**src/rtl/apb_master_pkg.sv**
```systemverilog
// Shared types and constants for the APB3 master bridge.
// Holds the FSM state encoding, the default PREADY watchdog limit and the full-word strobe value.
package apb_master_pkg;

   typedef enum logic [1:0] {
      IDLE   = 2'd0,
      SETUP  = 2'd1,
      ACCESS = 2'd2,
      RESP   = 2'd3
   } apb_state_e;

   localparam int         TIMEOUT_CYCLES_DEF = 255;
   localparam logic [3:0] BE_FULL            = 4'hF;

endpackage

```
**src/rtl/apb_master_bridge.sv**
```systemverilog
// Core req/gnt/rvalid data port to single APB3 master transfers.
// A PREADY watchdog turns a hung slave into an error response.
module apb_master_bridge
   import apb_master_pkg::*;
#(
   parameter int APB_ADDR_WIDTH = 12,
   parameter int TIMEOUT_CYCLES = TIMEOUT_CYCLES_DEF
) (
   input  logic                      HCLK,
   input  logic                      HRESETn,
   input  logic                      data_req_i,
   input  logic [31:0]               data_addr_i,
   input  logic                      data_we_i,
   input  logic [3:0]                data_be_i,
   input  logic [31:0]               data_wdata_i,
   output logic                      data_gnt_o,
   output logic                      data_rvalid_o,
   output logic [31:0]               data_rdata_o,
   output logic                      data_err_o,
   output logic [APB_ADDR_WIDTH-1:0] PADDR,
   output logic [31:0]               PWDATA,
   output logic                      PWRITE,
   output logic                      PSEL,
   output logic                      PENABLE,
   input  logic [31:0]               PRDATA,
   input  logic                      PREADY,
   input  logic                      PSLVERR
);

   localparam int CNT_W = (TIMEOUT_CYCLES > 0) ? $clog2(TIMEOUT_CYCLES + 1) : 1;
   localparam bit TO_EN = (TIMEOUT_CYCLES != 0);

   apb_state_e                r_state;
   apb_state_e                w_state_nxt;
   logic [CNT_W-1:0]          r_cnt;
   logic [CNT_W-1:0]          w_cnt_inc;
   logic                      w_timeout;
   logic                      w_bad_be;
   logic [APB_ADDR_WIDTH-1:0] r_paddr;
   logic [31:0]               r_pwdata;
   logic                      r_pwrite;
   logic [31:0]               r_rdata;
   logic                      r_err;
   logic                      w_addr_unused;

   // Upper address bits are decoded upstream; byte offset is dropped for word access.
   assign w_addr_unused = ^{data_addr_i[31:APB_ADDR_WIDTH], data_addr_i[1:0]};

   // APB3 has no write strobes, so partial writes are refused without a bus cycle.
   assign w_bad_be  = data_we_i && (data_be_i != BE_FULL);
   assign w_cnt_inc = r_cnt + 1'b1;

   always_comb begin
      w_state_nxt = r_state;
      w_timeout   = 1'b0;
      case (r_state)
         IDLE: begin
            if (data_req_i) w_state_nxt = w_bad_be ? RESP : SETUP;
         end
         SETUP:  w_state_nxt = ACCESS;
         ACCESS: begin
            if (PREADY) begin
               w_state_nxt = RESP;
            end else if (TO_EN && (w_cnt_inc == CNT_W'(TIMEOUT_CYCLES))) begin
               w_timeout   = 1'b1;
               w_state_nxt = RESP;
            end
         end
         RESP:    w_state_nxt = IDLE;
         default: w_state_nxt = IDLE;
      endcase
   end

   always_ff @(posedge HCLK or negedge HRESETn) begin
      if (!HRESETn) begin
         r_state  <= IDLE;
         r_cnt    <= '0;
         r_paddr  <= '0;
         r_pwdata <= '0;
         r_pwrite <= 1'b0;
         r_rdata  <= '0;
         r_err    <= 1'b0;
      end else begin
         r_state <= w_state_nxt;
         if ((r_state == ACCESS) && (w_state_nxt == ACCESS)) r_cnt <= w_cnt_inc;
         else                                               r_cnt <= '0;

         if ((r_state == IDLE) && data_req_i) begin
            r_paddr  <= {data_addr_i[APB_ADDR_WIDTH-1:2], 2'b00};
            r_pwdata <= data_wdata_i;
            r_pwrite <= data_we_i;
            if (w_bad_be) begin
               r_rdata <= '0;
               r_err   <= 1'b1;
            end
         end

         if ((r_state == ACCESS) && PREADY) begin
            r_rdata <= r_pwrite ? 32'h0 : PRDATA;
            r_err   <= PSLVERR;
         end else if (w_timeout) begin
            r_rdata <= '0;
            r_err   <= 1'b1;
         end
      end
   end

   // Reset gating keeps gnt low while HRESETn is asserted.
   assign data_gnt_o    = (r_state == IDLE) && data_req_i && HRESETn;
   assign data_rvalid_o = (r_state == RESP);
   assign data_rdata_o  = r_rdata;
   assign data_err_o    = r_err;
   assign PADDR         = r_paddr;
   assign PWDATA        = r_pwdata;
   assign PWRITE        = r_pwrite;
   assign PSEL          = (r_state == SETUP) || (r_state == ACCESS);
   assign PENABLE       = (r_state == ACCESS);

endmodule

```
**config.mk**
```make
export PLATFORM = sky130hd
export DESIGN_NAME = apb_master_bridge
export DESIGN_NICKNAME = d
export VERILOG_FILES = /design/src/rtl/apb_master_pkg.sv /design/src/rtl/apb_master_bridge.sv
export SDC_FILE = /design/constraint.sdc
export NUM_CORES = 1
export LEC_CHECK = 0
export ABC_AREA = 0
export CAP_MARGIN = 20
export CORE_MARGIN = 3
export CORE_UTILIZATION = 42
export CTS_CLUSTER_SIZE = 24
export DETAILED_ROUTE_END_ITERATION = 8
export MAX_ROUTING_LAYER = met4
export PLACE_DENSITY_LB_ADDON = 0.08
export SLEW_MARGIN = 20
export SYNTH_ARGS = -nofsm -noshare
export SYNTH_HDL_FRONTEND = slang
export SYNTH_SLANG_ARGS = --single-unit
```
**constraint.sdc**
```tcl
create_clock -name HCLK -period 6.4 [get_ports HCLK]
set_clock_uncertainty 0.1 [all_clocks]
set_input_delay 0.96 -clock HCLK [delete_from_list [all_inputs] [get_ports HCLK]]
set_output_delay 0.96 -clock HCLK [all_outputs]
set_load 0.005 [all_outputs]
```
After elaboration in Yosys (flattened, before gate mapping)
Cells that the tools add are included.
Storage, ports and cells
  bits in registers: 86
  word-level logic and storage cells: 42
  memories: 0
  bits in latches: 0
  output and inout port bits: 82
  memory bits (writable): 0
  ROM bits: 0
Cells by class
  reductions and logical operators: 10
  bitwise operators: 0
  multiply operators: 0
  magnitude comparators: 0
  shift operators: 0
  muxes and demuxes: 18
  eq/ne operators: 6
  div/mod/pow operators: 0
  add/sub/neg operators: 1
Operators by type and width (count)
  two-way mux 32 bit: 5
  adder 8 x 1 -> 8 bit, second input constant: 1
  equality test 8 bit, second input constant: 1
  two-way mux 2 bit: 4
  two-way mux 8 bit: 1
  one-hot mux 2 bit (4 select lines): 1
  two-way mux 1 bit: 7
  equality test 2 bit, second input constant: 3
  nonzero test 3 bit: 2
  logical AND 1 bit: 5
  inequality test 4 bit, second input constant: 1
  equality test 2 x 1 -> 1 bit, second input constant: 1
  logical NOT 2 bit: 1
  AND reduction 2 bit: 1
  logical OR 1 bit: 1

Logic depth before layout (Yosys ltp)
Gate-level depths: netlist (run 1).
  depth in word-level cells: 8
  depth in mapped cells: 7

Worst setup path after synthesis (run 1)
No wires, ideal clock.
  kind: input to output
  from: in HRESETn
  to: out data_gnt_o
  cell stages on the path: 1
  slack: 4.213 ns
  arrival time: 1.127 ns
  data required time: 5.340 ns
  cell sequence: and3_1
On the way
  cells in the longest elaborated chain, start to end: 1
RTL lines
  start: declaration: line apb_master_bridge.sv:10  | input logic HRESETn,
  logical AND 1 bit: line apb_master_bridge.sv:109  | assign data_gnt_o = (r_state == IDLE) && data_req_i && HRESETn;
  end: declaration: line apb_master_bridge.sv:16  | output logic data_gnt_o,
No other way between the ends.

Final worst setup path (run 1)
  from: in data_req_i
  to: out data_gnt_o
On the way
  cells in the longest elaborated chain, start to end: 2
RTL lines
  start: declaration: line apb_master_bridge.sv:11  | input logic data_req_i,
  logical AND 1 bit (2 in a row): line apb_master_bridge.sv:109
No other way between the ends.

==> results of run 1 <==
-- sequential cells by signal (all words and copies together), names as in the netlist --
register and cells:
data_err_o 1, PWDATA 32, r_cnt 8, r_state 2, PADDR 10, PWRITE 1, data_rdata_o 32
-- final cells by class --
class	instances	area, um^2	area share [%]
sequential	86	2150	39.9
timing repair buffer	166	1650	30.6
multi-input combinational	144	1260	23.3
clock buffer	11	151	2.80
tap	102	128	2.36
clock inverter	5	41.3	0.765
inverter	4	15.0	0.278
-- synthesized netlist by cell type (2+ instances only) --
cell and number:
sky130_fd_sc_hd__buf_4 2, sky130_fd_sc_hd__buf_2 2, sky130_fd_sc_hd__buf_6 3, sky130_fd_sc_hd__nand3b_1 2, sky130_fd_sc_hd__mux2_2 43, sky130_fd_sc_hd__a2111oi_0 2
sky130_fd_sc_hd__a21oi_1 8, sky130_fd_sc_hd__inv_1 4, sky130_fd_sc_hd__nand3_1 5, sky130_fd_sc_hd__dfrtp_1 86, sky130_fd_sc_hd__clkbuf_1 7, sky130_fd_sc_hd__ha_1 6
sky130_fd_sc_hd__nand2_1 6, sky130_fd_sc_hd__xnor2_1 4, sky130_fd_sc_hd__a22o_1 32, sky130_fd_sc_hd__nor2_1 10, sky130_fd_sc_hd__nand4_1 4
-- how the worst max path moves through the flow --
| stage | depth (start not counted) | slack, ps | end | start |
|---|---|---|---|---|
| final | 3 | 3130 | data_gnt_o | data_req_i |
| after global routing | 3 | 3080 | data_gnt_o | data_req_i |
| after CTS | 3 | 3120 | data_gnt_o | data_req_i |
| after detailed placement | 6 | 2870 | data_rdata_o[2] | data_req_i |
| after global placement | 6 | 2910 | data_rdata_o[18] | data_req_i |
| after floorplan | 1 | 4210 | data_gnt_o | HRESETn |
-- critical path, cell delays in order --
cell and delay (ps):
sky130_fd_sc_hd__clkdlybuf4s50_1 560, sky130_fd_sc_hd__and3_1 190, sky130_fd_sc_hd__clkdlybuf4s50_1 500
-- where the power goes --
part	switching, mW	leakage (nW)	internal (mW)
Clock	0.198	0.0926	0.166
Combinational	0.339	1.12	0.676
Sequential	0.123	1.08	0.777
-- metrics by stage --
stage	utilization [%]	std cells	power [mW]
final	68.4	518	2.28
after global routing	68.4	518	2.43
after CTS	68.4	518	2.32
after detailed placement	66.0	502	1.94
after global placement	66.0	502	1.91
after floorplan	-	248	1.30
-- layer usage --
layer,track usage (%),vias up,routed length [um]
met2,31.2,107,4260
met3,5.38,8,645
met1,23.9,1311,3740
li1,-,1228,-
met5,-,-,0
met4,4.86,0,86
-- cell usage in the layout, fill, tap and decap left out, types with 5 or more instances in the layout --
master / count
sky130_fd_sc_hd__clkbuf_8: 11
sky130_fd_sc_hd__a21oi_1: 8
sky130_fd_sc_hd__nor2_1: 9
sky130_fd_sc_hd__nand2_1: 5
sky130_fd_sc_hd__nand3_1: 5
sky130_fd_sc_hd__a22o_1: 32
sky130_fd_sc_hd__clkdlybuf4s50_1: 162
sky130_fd_sc_hd__ha_1: 6
sky130_fd_sc_hd__mux2_2: 43
sky130_fd_sc_hd__dfrtp_1: 86
-- cells by family (layout without fill, tap and decap cells) --
kind of cell,count (synthesis),in the layout
muxes,43,43
DFF,86,86
AOI/OAI and AO/OA,53,53
xor gates and xnor gates,5,5
and+or+nand+nor,35,35
other,1,2
buffers and inverters,18,186
adders and majority gates,6,6
==> impl_metrics.yaml, run 1 <==
status:
  run_status: "finished clean"
layout:
  final_layout_size_suffix_gt1_share_pct: 16.6
  fillers: 612
  antenna-diode-count: 0
  nets: 523
  finish.instance_area_um2: 5400
  area_delta_synth_final_pct: 54.6
placed_design:
  dp_slack_ps: 2870
  numPortBuffers: 163
  finalWeightedCongestion: 0.808
  hpwl_dp_um: 6330
  placement.cell_area_um2: 5200
global_routing:
  pin_count_of_the_biggest_net_entering_global_routing: 64
  grtUsageTotal_pct: 19.2
  grt_pass1_vias: 2818
  first_pass_grt_wire_length_um: 14300
  grt.overflow.total: 0
  grt_antenna_before_repair: 0
critical_path:
  end_kind: "primary output"
  reg2reg_setup_slack_ps: 3710
  r2r_start: "r_state[0]"
  regToRegEndpoint: "data_rdata_o[31]"
  worstSetupPathType: "primary input to primary output"
  rr_worst_depth: 7
  start_kind: "primary input"
  path_max_fanout: 5
  timing.critical_path.required_ps: 5340
  critical_path_arrival_ps: 2210
cts:
  clock_path_buffers: 2
  clk_lat_worst_skew_ps: 340
  clk_transition_reported_paths_ps: 100
  cts_hold_repair.buffers: 0
  clock_tree_from_tritoncts: "done"
  h-tree-depth: 3
  cts_setup_buffers: 0
  cts_root_buf: "sky130_fd_sc_hd__clkbuf_8"
  cts_buffers: 9
  cts_num_sinks: 86
  cts_resized: 0
sta:
  setup_repair_after_global_routing_missed_its_margin: "false"
  finalSetupViolCount: 0
  max-slew-margin-rel_pct: 33.8
  fmax_achieved_mhz: 306
  timing.final.max_slew_violations: 0
  setup-tns-final_ps: 0
  setup_ws_ps: 3130
  fin_crit_ps: 3270
  post-route-period-util_pct: 51.1
  hold_viol_final: 0
  worst-slew-pin-transition_ps: 990
  hold_slack_ps: 391
logic_synthesis:
  synth-adder-area-share_pct: 2.15
  postSynth.asyncResetShare_pct: 100
  synth_enable_flop_cells: 0
  synth.largest_area_cell: "sky130_fd_sc_hd__dfrtp_1"
  synthSimpleGateAreaFrac_pct: 5.30
  syn_area_per_cell_um2: 14.1
  synth_top_family_by_area: "multiplexers"
  synth.yosys.seq_area_share_pct: 61.6
  synth.ff_latch_count: 86
  netlist_instances: 247
  post_synthesis_compound_gate_area_fraction_pct: 12.8
  netlist_top_cells_area: "sky130_fd_sc_hd__dfrtp_1 62%, sky130_fd_sc_hd__mux2_2 14%, sky130_fd_sc_hd__a22o_1 8.0%"
  synth.mux.area_fraction_pct: 13.9
  synth_xor_area_share_pct: 1.25
  synth_top_area_share_pct: 61.6
  synth_ff_type: "sky130_fd_sc_hd__dfrtp_1"
  yosysWarnings: 0
  yosysUniqueCellTypes: 38
  synth_area_um2: 3490
flow_run:
  maxCapViolCount: 0
detailed_routing:
  vias: 2654
  drcViolationCount: 0
  drtIter0Drc: 116
  drt.antenna.violating_nets: 0
  final_routed_wire_length_divided_by_cell_count_um: 16.9
  viasPerCell: 5.12
  route.final.wire_length_um: 8730
  first_pass_iters: 4
floorplanning:
  placementRows: 32
  placeableCoreArea_um2: 7890
  pin_count: 188
  floorplan.die.width_um: 97.2
  die_area_um2: 9440
  die_h_um: 97.2
  initial_core_util_pct: 44.3
worst_hold_path:
  min_path_type: "primary input to asynchronous set/reset pin"
power:
  power_density_nw_per_um2: 422
  power.ir.vdd_worst_uv: 210
  leakage_nw: 2.29
Power figures use the tool's default switching activity.
==> inputs of run 2 (changes only) <==
- CORE_UTILIZATION: 42 -> 39
- clock period: 6.4 -> 3.1 ns (I/O delays scaled with it)
==> run 2 against run 1 <==
Net effect: sequential share of layout area down 0.27 points; first-iteration DRC count down 42%; register-to-register slack got worse by 3000 ps; highest routed layer unchanged.
==> impl_metrics.yaml, run 2 (synthesis results as in run 1) <==
flow_run:
  maxCapViolCount: 0
cts:
  cts_root_buf: "sky130_fd_sc_hd__clkbuf_8"
  cts_num_sinks: 86
  cts_resized: 0
  clock_path_buffers: 2
  cts_hold_repair.buffers: 0
  cts_buffers: 9
  clk_lat_worst_skew_ps: 340
  clock_tree_from_tritoncts: "done"
  h-tree-depth: 3
  clk_transition_reported_paths_ps: 80
  cts_setup_buffers: 0
global_routing:
  pin_count_of_the_biggest_net_entering_global_routing: 47
  grt.overflow.total: 0
  grtUsageTotal_pct: 18.5
  grt_antenna_before_repair: 0
  first_pass_grt_wire_length_um: 14200
  grt_pass1_vias: 2848
power:
  fin_total_pwr_mw: 4.77
  power_density_nw_per_um2: 878
  leakage_nw: 2.31
  power.ir.vdd_worst_uv: 442
sta:
  fin_crit_ps: 2430
  worst-slew-pin-transition_ps: 568
  max-slew-margin-rel_pct: 62.1
  setup-tns-final_ps: 0
  finalSetupViolCount: 0
  hold_viol_final: 0
  setup_repair_after_global_routing_missed_its_margin: "false"
  timing.final.max_slew_violations: 0
  fmax_achieved_mhz: 412
  post-route-period-util_pct: 78.4
  setup_ws_ps: 671
floorplanning:
  floorplan.die.width_um: 101
  initial_core_util_pct: 41.2
  placeableCoreArea_um2: 8460
  pin_count: 188
  die_area_um2: 10100
  die_h_um: 101
  placementRows: 33
layout:
  stdcell_count: 523
  final_layout_size_suffix_gt1_share_pct: 16.7
  layout.cells.most_common: "sky130_fd_sc_hd__clkdlybuf4s50_1"
  antenna-diode-count: 0
  most-common-layout-cells: "162 x sky130_fd_sc_hd__clkdlybuf4s50_1, 86 x sky130_fd_sc_hd__dfrtp_1, 43 x sky130_fd_sc_hd__mux2_2"
  nets: 525
  area_delta_synth_final_pct: 55.7
detailed_routing:
  drcViolationCount: 0
  drtIter0Drc: 67
  vias: 2638
  final_routed_wire_length_divided_by_cell_count_um: 16.9
  route.final.wire_length_um: 8860
  viasPerCell: 5.04
  first_pass_iters: 4
  drt.antenna.violating_nets: 0
placed_design:
  dp_slack_ps: 745
  dp_cells: 507
  hpwl_dp_um: 6520
  finalWeightedCongestion: 0.784
  numPortBuffers: 163
critical_path:
  end_kind: "primary output"
  worstSetupPathType: "flip-flop to primary output"
  timing.critical_path.required_ps: 2530
  reg2reg_setup_slack_ps: 730
  worst_setup_path_startpoint: "r_state[0]"
  path_max_fanout: 8
  r2r_start: "r_cnt[2]"
  critical_path_arrival_ps: 1860
  rr_worst_depth: 6
  start_kind: "flip-flop"
  worst_setup_path_endpoint: "PENABLE"
  regToRegEndpoint: "data_rdata_o[15]"
worst_hold_path:
  min_path_type: "primary input to asynchronous set/reset pin"
status:
  run_status: "finished clean"
## run 2: changes by cell type in the layout (fill, tap and decap cells not counted), sizes merged
| cell | before | now |
|---|---|---|
| inv | 6 | 4 |
| clkinv | 1 | 2 |
| bufinv | 0 | 1 |
| clkinvlp | 2 | 1 |
| buf | 4 | 6 |
| clkbuf | 11 | 12 |
## run 2: critical path: stages, from the launching register on
cell and delay (ps):
sky130_fd_sc_hd__dfrtp_1 420, sky130_fd_sc_hd__inv_1 160, sky130_fd_sc_hd__ha_1 380, sky130_fd_sc_hd__clkdlybuf4s50_1 570
## run 2: worst min-delay path by stage
stage / slack [ps] / to
2_1_floorplan: 70 / PADDR[10]
3_3_place_gp: 380 / data_rdata_o[17]
3_5_place_dp: 380 / data_rdata_o[17]
4_1_cts: 100 / PWDATA[27]
5_1_grt: 120 / PWDATA[14]
6_report: 90 / r_state[1]
## run 2: area by class of cell
cell class | instances | area, um^2
clock inverters | 4 | 55.1
fillers | 658 | 3030
inverters | 4 | 15.0
repair buffers | 168 | 1670
multi-input cells | 144 | 1260
clock buffers | 12 | 155
flip-flops and latches | 86 | 2150
well taps | 105 | 131
## run 2: power breakdown
group	switching, mW	internal, mW
Clock	0.394	0.420
Sequential	0.255	1.60
Combinational	0.702	1.40
## run 2: through the flow
stage / util [%] / hold WS (ps) / area [um^2]
2_1_floorplan: - / 69.4 / 3490
3_3_place_gp: 61.7 / 383 / 5220
3_5_place_dp: 61.7 / 385 / 5220
4_1_cts: 64.2 / 102 / 5430
5_1_grt: 64.2 / 122 / 5430
6_report: 64.2 / 86.4 / 5430
## run 2: metal layers
| metal | global-route usage [%] | vias to the layer above | share of wire [%] |
|---|---|---|---|
| met3 | 5.40 | 9 | 7.7 |
| met2 | 27.8 | 106 | 48 |
| met5 | - | - | 0 |
| met4 | 6.32 | 0 | 1.3 |
| met1 | 23.9 | 1289 | 43 |
| li1 | - | 1234 | - |
==> inputs of run 3 (changes only) <==
- CORE_UTILIZATION: 39 -> 35
- clock period: 3.1 -> 2 ns (I/O delays scaled with it)
==> run 3 against run 2 <==
Net effect: the flow now finishes with violations (negative setup slack); wire length up 4.3%; sequential cell count did not move; sequential share of layout area down 2.2 points; non-clock buffer count is 24 higher; via count up 6.0%; worst hold slack gained 320 ps; worst setup slack got worse by 760 ps; design area is 6.1% higher; largest power group unchanged.
==> impl_metrics.yaml, run 3 (synthesis results as in run 1) <==
status:
  run_status: "complete, but fails checks"
  failed_checks: "negative setup slack"
cts:
  clock_tree_from_tritoncts: "done"
  cts_num_sinks: 86
  cts_root_buf: "sky130_fd_sc_hd__clkbuf_8"
  h-tree-depth: 3
  clk_transition_reported_paths_ps: 80
  clk_lat_worst_skew_ps: 340
  cts_buffers: 9
  clock_path_buffers: 2
placed_design:
  finalWeightedCongestion: 0.792
  numPortBuffers: 163
  placement.cell_area_um2: 5450
  hpwl_dp_um: 6440
power:
  power_density_nw_per_um2: 1330
  leakage_nw: 2.48
  power.ir.vdd_worst_uv: 659
sta:
  setup-tns-final_ps: -2250
  timing.final.max_slew_violations: 0
  fmax_achieved_mhz: 480
  hold_slack_ps: 402
  finalSetupViolCount: 32
  setup_repair_after_global_routing_missed_its_margin: "true"
  hold_viol_final: 0
  fin_crit_ps: 2080
  post-route-period-util_pct: 104
  setup_ws_ps: -85.0
detailed_routing:
  final_routed_wire_length_divided_by_cell_count_um: 16.2
  first_pass_iters: 4
  drcViolationCount: 0
  drtIter0Drc: 92
  drt.antenna.violating_nets: 0
  route.final.wire_length_um: 9250
  viasPerCell: 4.90
  vias: 2797
critical_path:
  start_kind: "flip-flop"
  r2r_start: "r_cnt[0]"
  critical_path_arrival_ps: 2210
  timing.critical_path.required_ps: 2130
  timing.critical_path.depth: 6
  cp_top_family: "compound AO/OA/AOI/OAI gates"
  worst_setup_path_startpoint: "r_cnt[0]"
  timing.critical_path.slowest_stage_cell: "sky130_fd_sc_hd__or4_4"
  rr_worst_depth: 6
  worst_path_max_stage_delay_ps: 500
  worstSetupPathType: "flip-flop to flip-flop"
  worst_setup_path_endpoint: "data_rdata_o[13]"
  path_cells: "nand2_2, or4_4, a221oi_4, a311oi_4, buf_12, a22o_1"
  timing.critical_path.buf_inv: 1
  reg2reg_setup_slack_ps: -80
  regToRegEndpoint: "data_rdata_o[13]"
  end_kind: "flip-flop"
  path_max_fanout: 32
layout:
  finish.instance_area_um2: 5770
  final_layout_size_suffix_gt1_share_pct: 24.0
  nets: 549
  most-common-layout-cells: "159 x sky130_fd_sc_hd__clkdlybuf4s50_1, 83 x sky130_fd_sc_hd__dfrtp_1, 43 x sky130_fd_sc_hd__mux2_2"
  fillers: 792
  antenna-diode-count: 0
  area_delta_synth_final_pct: 65.2
  layout.cells.most_common: "sky130_fd_sc_hd__clkdlybuf4s50_1"
global_routing:
  grt_pass1_vias: 2847
  first_pass_grt_wire_length_um: 14700
  grtUsageTotal_pct: 16.8
  grt_antenna_before_repair: 0
  grt.overflow.total: 0
  pin_count_of_the_biggest_net_entering_global_routing: 87
floorplanning:
  pin_count: 188
  die_h_um: 106
  floorplan.die.width_um: 106
  die_area_um2: 11200
  placeableCoreArea_um2: 9460
  initial_core_util_pct: 36.9
  placementRows: 35
worst_hold_path:
  min_path_type: "flip-flop to flip-flop"
flow_run:
  maxCapViolCount: 0
## run 3: cell count changes in the layout (fill, tap and decap cells not counted), moves of 3 or more
cell | previous run | this run
sky130_fd_sc_hd__buf_12 | 0 | 4
sky130_fd_sc_hd__buf_4 | 6 | 25
sky130_fd_sc_hd__clkdlybuf4s50_1 | 162 | 159
sky130_fd_sc_hd__dfrtp_1 | 86 | 83
sky130_fd_sc_hd__dfrtp_2 | 0 | 3
sky130_fd_sc_hd__ha_1 | 6 | 3
## run 3: stage by stage
stage	setup WS (ps)	std cells	util [%]	total power [mW]
2_1_floorplan	-33.0	248	-	4.19
3_3_place_gp	-62.7	550	57.6	6.24
3_5_place_dp	-98.3	550	57.6	6.30
4_1_cts	-111	569	60.3	7.76
5_1_grt	-165	571	61.0	8.15
6_report	-85.0	571	61.0	7.69
## run 3: metal layers
layer,vias to the layer above,share of wire [%],GRT usage (%)
li1,1287,-,-
met1,1380,44,22.7
met2,119,48,25.2
met3,11,6.8,4.41
met4,0,1.2,4.72
met5,-,0,-
## run 3: worst min-delay path by stage
stage / cells after the start / start / to / slack, ps
6_report: 1 / data_rdata_o[15] / data_rdata_o[15] / 400
5_1_grt: 1 / data_rdata_o[16] / data_rdata_o[16] / 420
4_1_cts: 1 / data_rdata_o[15] / data_rdata_o[15] / 410
3_5_place_dp: 2 / HRESETn / data_rdata_o[0] / 310
3_3_place_gp: 2 / HRESETn / data_rdata_o[0] / 310
2_1_floorplan: 0 / HRESETn / PADDR[10] / -100
## run 3: worst register-to-register path, cell delays in order, from the launching register on
cell	delay [ps]
sky130_fd_sc_hd__dfrtp_2	420
sky130_fd_sc_hd__nand2_2	70
sky130_fd_sc_hd__or4_4	500
sky130_fd_sc_hd__a221oi_4	340
sky130_fd_sc_hd__a311oi_4	150
sky130_fd_sc_hd__buf_12	190
sky130_fd_sc_hd__a22o_1	210
## run 3: area by class of cell
cell class | count | area (um^2) | share of cell area, %
flip-flops and latches | 86 | 2160 | 37.4
repair buffers | 192 | 1900 | 32.9
multi-input cells | 144 | 1310 | 22.7
well taps | 129 | 161 | 2.80
clock buffers | 9 | 124 | 2.15
clock inverters | 7 | 103 | 1.78
inverters | 4 | 15.0 | 0.260
## run 3: what timing repair did
item	CTS	global route
gates resized for setup	7	14
buffers inserted	2	3
gates cloned	0	0
setup endpoints to repair	45	44
hold buffers	1	0
pin swaps	1	1
hold endpoints to repair	86	0
## run 3: power by group
group,switching [mW],internal (mW)
combinational,1.14,2.28
sequential,0.395,2.49
clock,0.654,0.722
total,2.19,5.49
==> edit 1: new RTL, settings of run 1 <==
Change the parameter `APB_ADDR_WIDTH` from 12 to 11.
--- a/src/rtl/apb_master_bridge.sv
+++ b/src/rtl/apb_master_bridge.sv
@@ -3,7 +3,7 @@
 module apb_master_bridge
    import apb_master_pkg::*;
 #(
-   parameter int APB_ADDR_WIDTH = 12,
+   parameter int APB_ADDR_WIDTH = 11,
    parameter int TIMEOUT_CYCLES = TIMEOUT_CYCLES_DEF
 ) (
    input  logic                      HCLK,
Ports: changed (resized PADDR); port bits go from 188 to 187. The function was not compared with the original's and may differ.
==> edit 1 against run 1 <==
Final area increased by 2.8%. Sequential power is 6.3% higher. Synthesized area rose by 5.6%. Synthesized cell count up 13%. Setup slack got worse by 48 ps. Clock power up 2%. Power grew 13%. Sequential cell count is 1 lower. Wire length is 1.2% higher. Non-clock buffer count down 2. Via count rose by 6.5%. Critical path type is now input pin to flip-flop. Critical endpoint is now data_rdata_o[13]$_DFFE_PN0P_. Largest power group unchanged. Highest routed layer unchanged.
==> edit 1: results (changes against run 1) <==
Run status
  – Run status: completed (unchanged)

Logic synthesis
  – Register area share after synthesis: 0.577 (was 0.616)
  – Syn Area/Cell: 13.3 um^2 (was 14.1 um^2)
  – Most frequent cells after synthesis: dfrtp_1, mux2_2, a21o_1, a22o_1, a21oi_1 (was dfrtp_1, mux2_2, a22o_1)

Routing
  – Via count: 2,827 (was 2,654)
  – Drt total wl: 8830 um (was 8730 um)
  – Detailed Route Iter0 Violations: 75 (was 116)
  – Via density: 5.18 (was 5.12)

Setup path
  – Largest stage delay on the critical path: 830 ps (was 560 ps)
  – Crit Path Max Fanout: 43 (was 5)
  – Worst-case reg-to-reg path depth: 8 (was 7)
  – Max stage delay cell, worst path: and2_2 (was clkdlybuf4s50_1)
  – Reg2Reg Capture Point: data_rdata_o[13]$_DFFE_PN0P_ (was data_rdata_o[31]$_DFFE_PN0P_)
  – CP arrival: 3460 ps (was 2210 ps)
  – Cell family with most CP delay: simple AND/OR/NAND/NOR gates (was buffers and inverters)

Pwr
  – Leakage: 0.00241 uW (was 0.00229 uW)
  – Int Power: 1820 uW (was 1620 uW)
  – Power in the clock group: 373 uW (was 364 uW)
  – Combinational power: 1250 uW (was 1010 uW)

Place
  – Hpwl dp: 6400 um (was 6330 um)
  – Post-place instance area: 0.00536 mm^2 (was 0.00520 mm^2)
  – Pre-CTS setup slack: 2670 ps (was 2870 ps)
  – Placed cell count: 530 (was 502)
  – Routability-driven placement congestion ratio: 0.759 (was 0.808)

Global route
  – Vias in the first global route: 3,033 (was 2,818)
  – Total global-route track usage: 0.184 (was 0.192)

STA
  – Slew headroom: 0.330 (was 0.338)

Cells and area
  – Share of layout cells above drive strength 1: 0.147 (was 0.166)
  – Layout Nets: 548 (was 523)

Hold path
  – HP Class: flip-flop to flip-flop (was input pin to asynchronous set/reset pin)
edit 1: cell types whose count changed after synthesis, moves of 3 or more:
cell / run 1 / this run
a21oi_1: 8 / 11
xor2_1: 1 / 4
a21o_1: 1 / 32
clkbuf_1: 7 / 10
nor2_1: 10 / 4
edit 1: layout make-up:
| class | instances | area (um^2) |
|---|---|---|
| Fill cell | 647 | 2830 |
| Sequential cell | 85 | 2130 |
| Timing Repair Buffer | 164 | 1630 |
| Multi-Input combinational cell | 170 | 1440 |
| Clock buffer | 13 | 149 |
| Tap cell | 105 | 131 |
| Clock inverter | 3 | 45.0 |
| Inverter | 6 | 22.5 |
edit 1: cells by family (layout without fill, tap and decap cells):
logic type	after synthesis	in the layout	share of synthesized area
multiplexers	43	43	0.131
other	1	2	0.00102
XOR/XNOR	7	7	0.0166
adder cells (fa/ha/maj)	6	6	0.0204
AO/OA/AOI/OAI	84	84	0.179
buffers and inverters	24	186	0.0336
AND/OR/NAND/NOR	28	28	0.0411
flip-flops	85	85	0.577
edit 1: worst max-delay path by stage:
| stage | start | endpoint |
|---|---|---|
| after floorplan | data_req_i | data_rdata_o[11]$_DFFE_PN0P_ |
| after global placement | data_req_i | data_rdata_o[18]$_DFFE_PN0P_ |
| after detailed placement | data_req_i | data_rdata_o[13]$_DFFE_PN0P_ |
| after CTS | data_req_i | data_rdata_o[23]$_DFFE_PN0P_ |
| after global routing | data_req_i | data_rdata_o[28]$_DFFE_PN0P_ |
| final | data_req_i | data_rdata_o[13]$_DFFE_PN0P_ |
edit 1: layer usage:
layer / vias up / wire [um] / part of all wire / GRT usage
met2: 92 / 4280 / 0.48 / 0.294
met4: 0 / 102 / 0.012 / 0.0599
met5: - / 0 / 0 / -
met1: 1399 / 3770 / 0.43 / 0.222
li1: 1328 / - / - / -
met3: 8 / 685 / 0.078 / 0.0568
==> edit 2: new RTL, flow settings as in run 1 <==
Without the edit above. Put one more register stage on the output `data_err_o`, cleared by the reset. The value now appears one clock later. The other outputs are not delayed to match.
--- a/src/rtl/apb_master_bridge.sv
+++ b/src/rtl/apb_master_bridge.sv
@@ -109,7 +109,13 @@
    assign data_gnt_o    = (r_state == IDLE) && data_req_i && HRESETn;
    assign data_rvalid_o = (r_state == RESP);
    assign data_rdata_o  = r_rdata;
-   assign data_err_o    = r_err;
+   always_ff @(posedge HCLK or negedge HRESETn) begin
+      if (!HRESETn) begin
+         data_err_o <= '0;
+      end else begin
+         data_err_o <= r_err;
+      end
+   end
    assign PADDR         = r_paddr;
    assign PWDATA        = r_pwdata;
    assign PWRITE        = r_pwrite;
Formal check against the unedited RTL: not equivalent (Yosys sat finds a counterexample within 4 cycles, from zero or initial values and one cycle with HRESETn low).
==> edit 2 against run 1 <==
Sequential cell count is 1 higher. Final area up 0.67%. Power rose by 2.1%. Clock power up 8.8%. Wire length about the same. First-iteration DRC count decreased by 47%. Synthesized area grew 0.72%. Count of clock-buffer cells in the layout decreased by 2. Setup slack worse by 4.6 ps. Synthesized cell count up 0.40%.
==> edit 2: results (changes against run 1) <==
Clock network
  – Clock tree root buffer cell: clkbuf_8 (unchanged)
  – CTS buffer count: 9 (unchanged)
  – # resized after CTS: 0 (unchanged)
  – H-tree lvl count: 3 (unchanged)
  – Clock Latency Late Sink: 350 ps
  – Max Root-Sink Buffers: 2 (unchanged)
  – Number of setup buffers added after CTS: 0 (unchanged)
  – Clk slew on worst S/H paths: 90 ps

Logic synthesis
  – Dominant synthesized flop cell: dfrtp_1 (unchanged)
  – Register area share after synthesis: 0.619 (was 0.616)
  – Cell variety after synth: 38 (unchanged)
  – Asr flop ratio synth: 1.00 (unchanged)
  – Ranking of synthesized cells by area: dfrtp_1, mux2_2, a22o_1 (unchanged)
  – Yosys warns: 0 (unchanged)
  – Syn Area/Cell: 14.2 um^2 (was 14.1 um^2)
  – Most frequent cells after synthesis: dfrtp_1, mux2_2, a22o_1 (unchanged)

Setup path
  – Max stage delay cell, worst path: clkdlybuf4s50_1 (unchanged)
  – Cell family with most CP delay: buffers and inverters (unchanged)
  – Crit Path Max Fanout: 5 (unchanged)
  – CP arrival: 2220 ps
  – Largest stage delay on the critical path: 560 ps (about the same)

Global route
  – Pin count of the biggest net entering global routing: 62 (was 64)
  – Initial antenna violation count: 0 (unchanged)
  – Vias in the first global route: 2,827 (was 2,818)
  – Total global-route track usage: 0.194 (was 0.192)
  – Global-route wire length before repair: 14,200 um (was 14,300 um)

Routing
  – Detailed Route Iter0 Violations: 61 (was 116)
  – WL/cell: 16.8 um (was 16.9 um)
  – Pre-antenna DRT Iters: 4 (unchanged)
  – Via count: 2,659 (was 2,654)
  – Drt total wl: 8740 um (was 8730 um)

Place
  – Routability-driven placement congestion ratio: 0.785 (was 0.808)
  – Hpwl dp: 6330 um (about the same)
  – Placed cell count: 503 (was 502)
  – PortBufs: 163 (unchanged)

Cells and area
  – Diodes inserted: 0 (unchanged)
  – Fillers: 607 (was 612)
  – Layout Nets: 524 (was 523)
  – Share of layout cells above drive strength 1: 0.165 (was 0.166)

Pwr
  – Leakage: 0.00231 uW (was 0.00229 uW)
  – Max VDD drop: 0.270 mV (was 0.210 mV)

Run status
  – Run status: completed (unchanged)

Hold path
  – HP Class: flip-flop to flip-flop (was input pin to asynchronous set/reset pin)

STA
  – Worst Tran Pin Value: 1010 ps (was 990 ps)

Flow run
  – Max-cap violations: 0 (unchanged)
[edit 2: cell count changes after synthesis, sizes merged]
| cell | before | now |
|---|---|---|
| dfrtp | 86 | 87 |
[edit 2: report_power, final]
| part | internal, uW | switching [uW] | leakage [uW] |
|---|---|---|---|
| clock | 186 | 211 | 0.000102 |
| combinational | 676 | 343 | 0.00112 |
| sequential | 786 | 125 | 0.00109 |
[edit 2: area by class of cell]
cell class	instances	area, um^2	area share
inverters	4	15.0	0.00276
clock buffers	9	124	0.0228
multi-input cells	144	1260	0.232
flip-flops and latches	87	2180	0.401
well taps	102	128	0.0235
clock inverters	7	80.1	0.0147
repair buffers	166	1650	0.304
[edit 2: metrics by stage]
| stage | hold slack [ps] | util | total power [uW] | cell area [um^2] | worst slack (ps) |
|---|---|---|---|---|---|
| after floorplan | 272 | - | 1310 | 3520 | 4210 |
| after global placement | 290 | 0.660 | 1930 | 5230 | 2910 |
| after detailed placement | 304 | 0.660 | 1950 | 5230 | 2890 |
| after CTS | 327 | 0.685 | 2360 | 5430 | 3120 |
| after global routing | 346 | 0.685 | 2480 | 5430 | 3070 |
| final | 329 | 0.685 | 2330 | 5430 | 3120 |
[edit 2: cell families (layout without fill, tap and decap cells)]
family,Yosys count,after routing,share of synthesized area
mux,43,43,0.138
buf+inv,18,186,0.0285
compound gates,53,53,0.127
fa+ha+maj,6,6,0.0214
other cells,1,2,0.00107
flops,87,87,0.619
xor+xnor,5,5,0.0125
simple gates,35,35,0.0527
[edit 2: worst register-to-register path, cell delays in order (launching register included)]
cell,delay (ps)
dfrtp_1,410
inv_1,120
ha_1,230
nand2_2,730
nor2_1,250
a311oi_4,260
buf_4,350
a22o_1,230
[edit 2: per-layer routing]
metal  global-route usage  vias to the layer above  share of wire
met5                    -                        -              0
met4               0.0628                        0          0.019
met3               0.0782                       16          0.084
met2                0.293                      108           0.46
met1                0.239                     1299           0.43
li1                     -                     1236              -
[edit 2: path summary, 6_finish.rpt]
kind / startpoint / end / slack, ps / cells past startpoint
max in group asynchronous: HRESETn / data_rdata_o[18]$_DFFE_PN0P_ / 4700 / 2
max reg2reg: r_state[0]$_DFF_PN0_ / data_rdata_o[23]$_DFFE_PN0P_ / 3660 / 7
min reg2reg: r_err$_DFFE_PN0P_ / data_err_o$_DFF_PN0_ / 330 / 0
max: data_req_i / data_gnt_o / 3120 / 3
min: r_err$_DFFE_PN0P_ / data_err_o$_DFF_PN0_ / 330 / 0
min in group asynchronous: HRESETn / PWDATA[28]$_DFFE_PN0P_ / 410 / 1
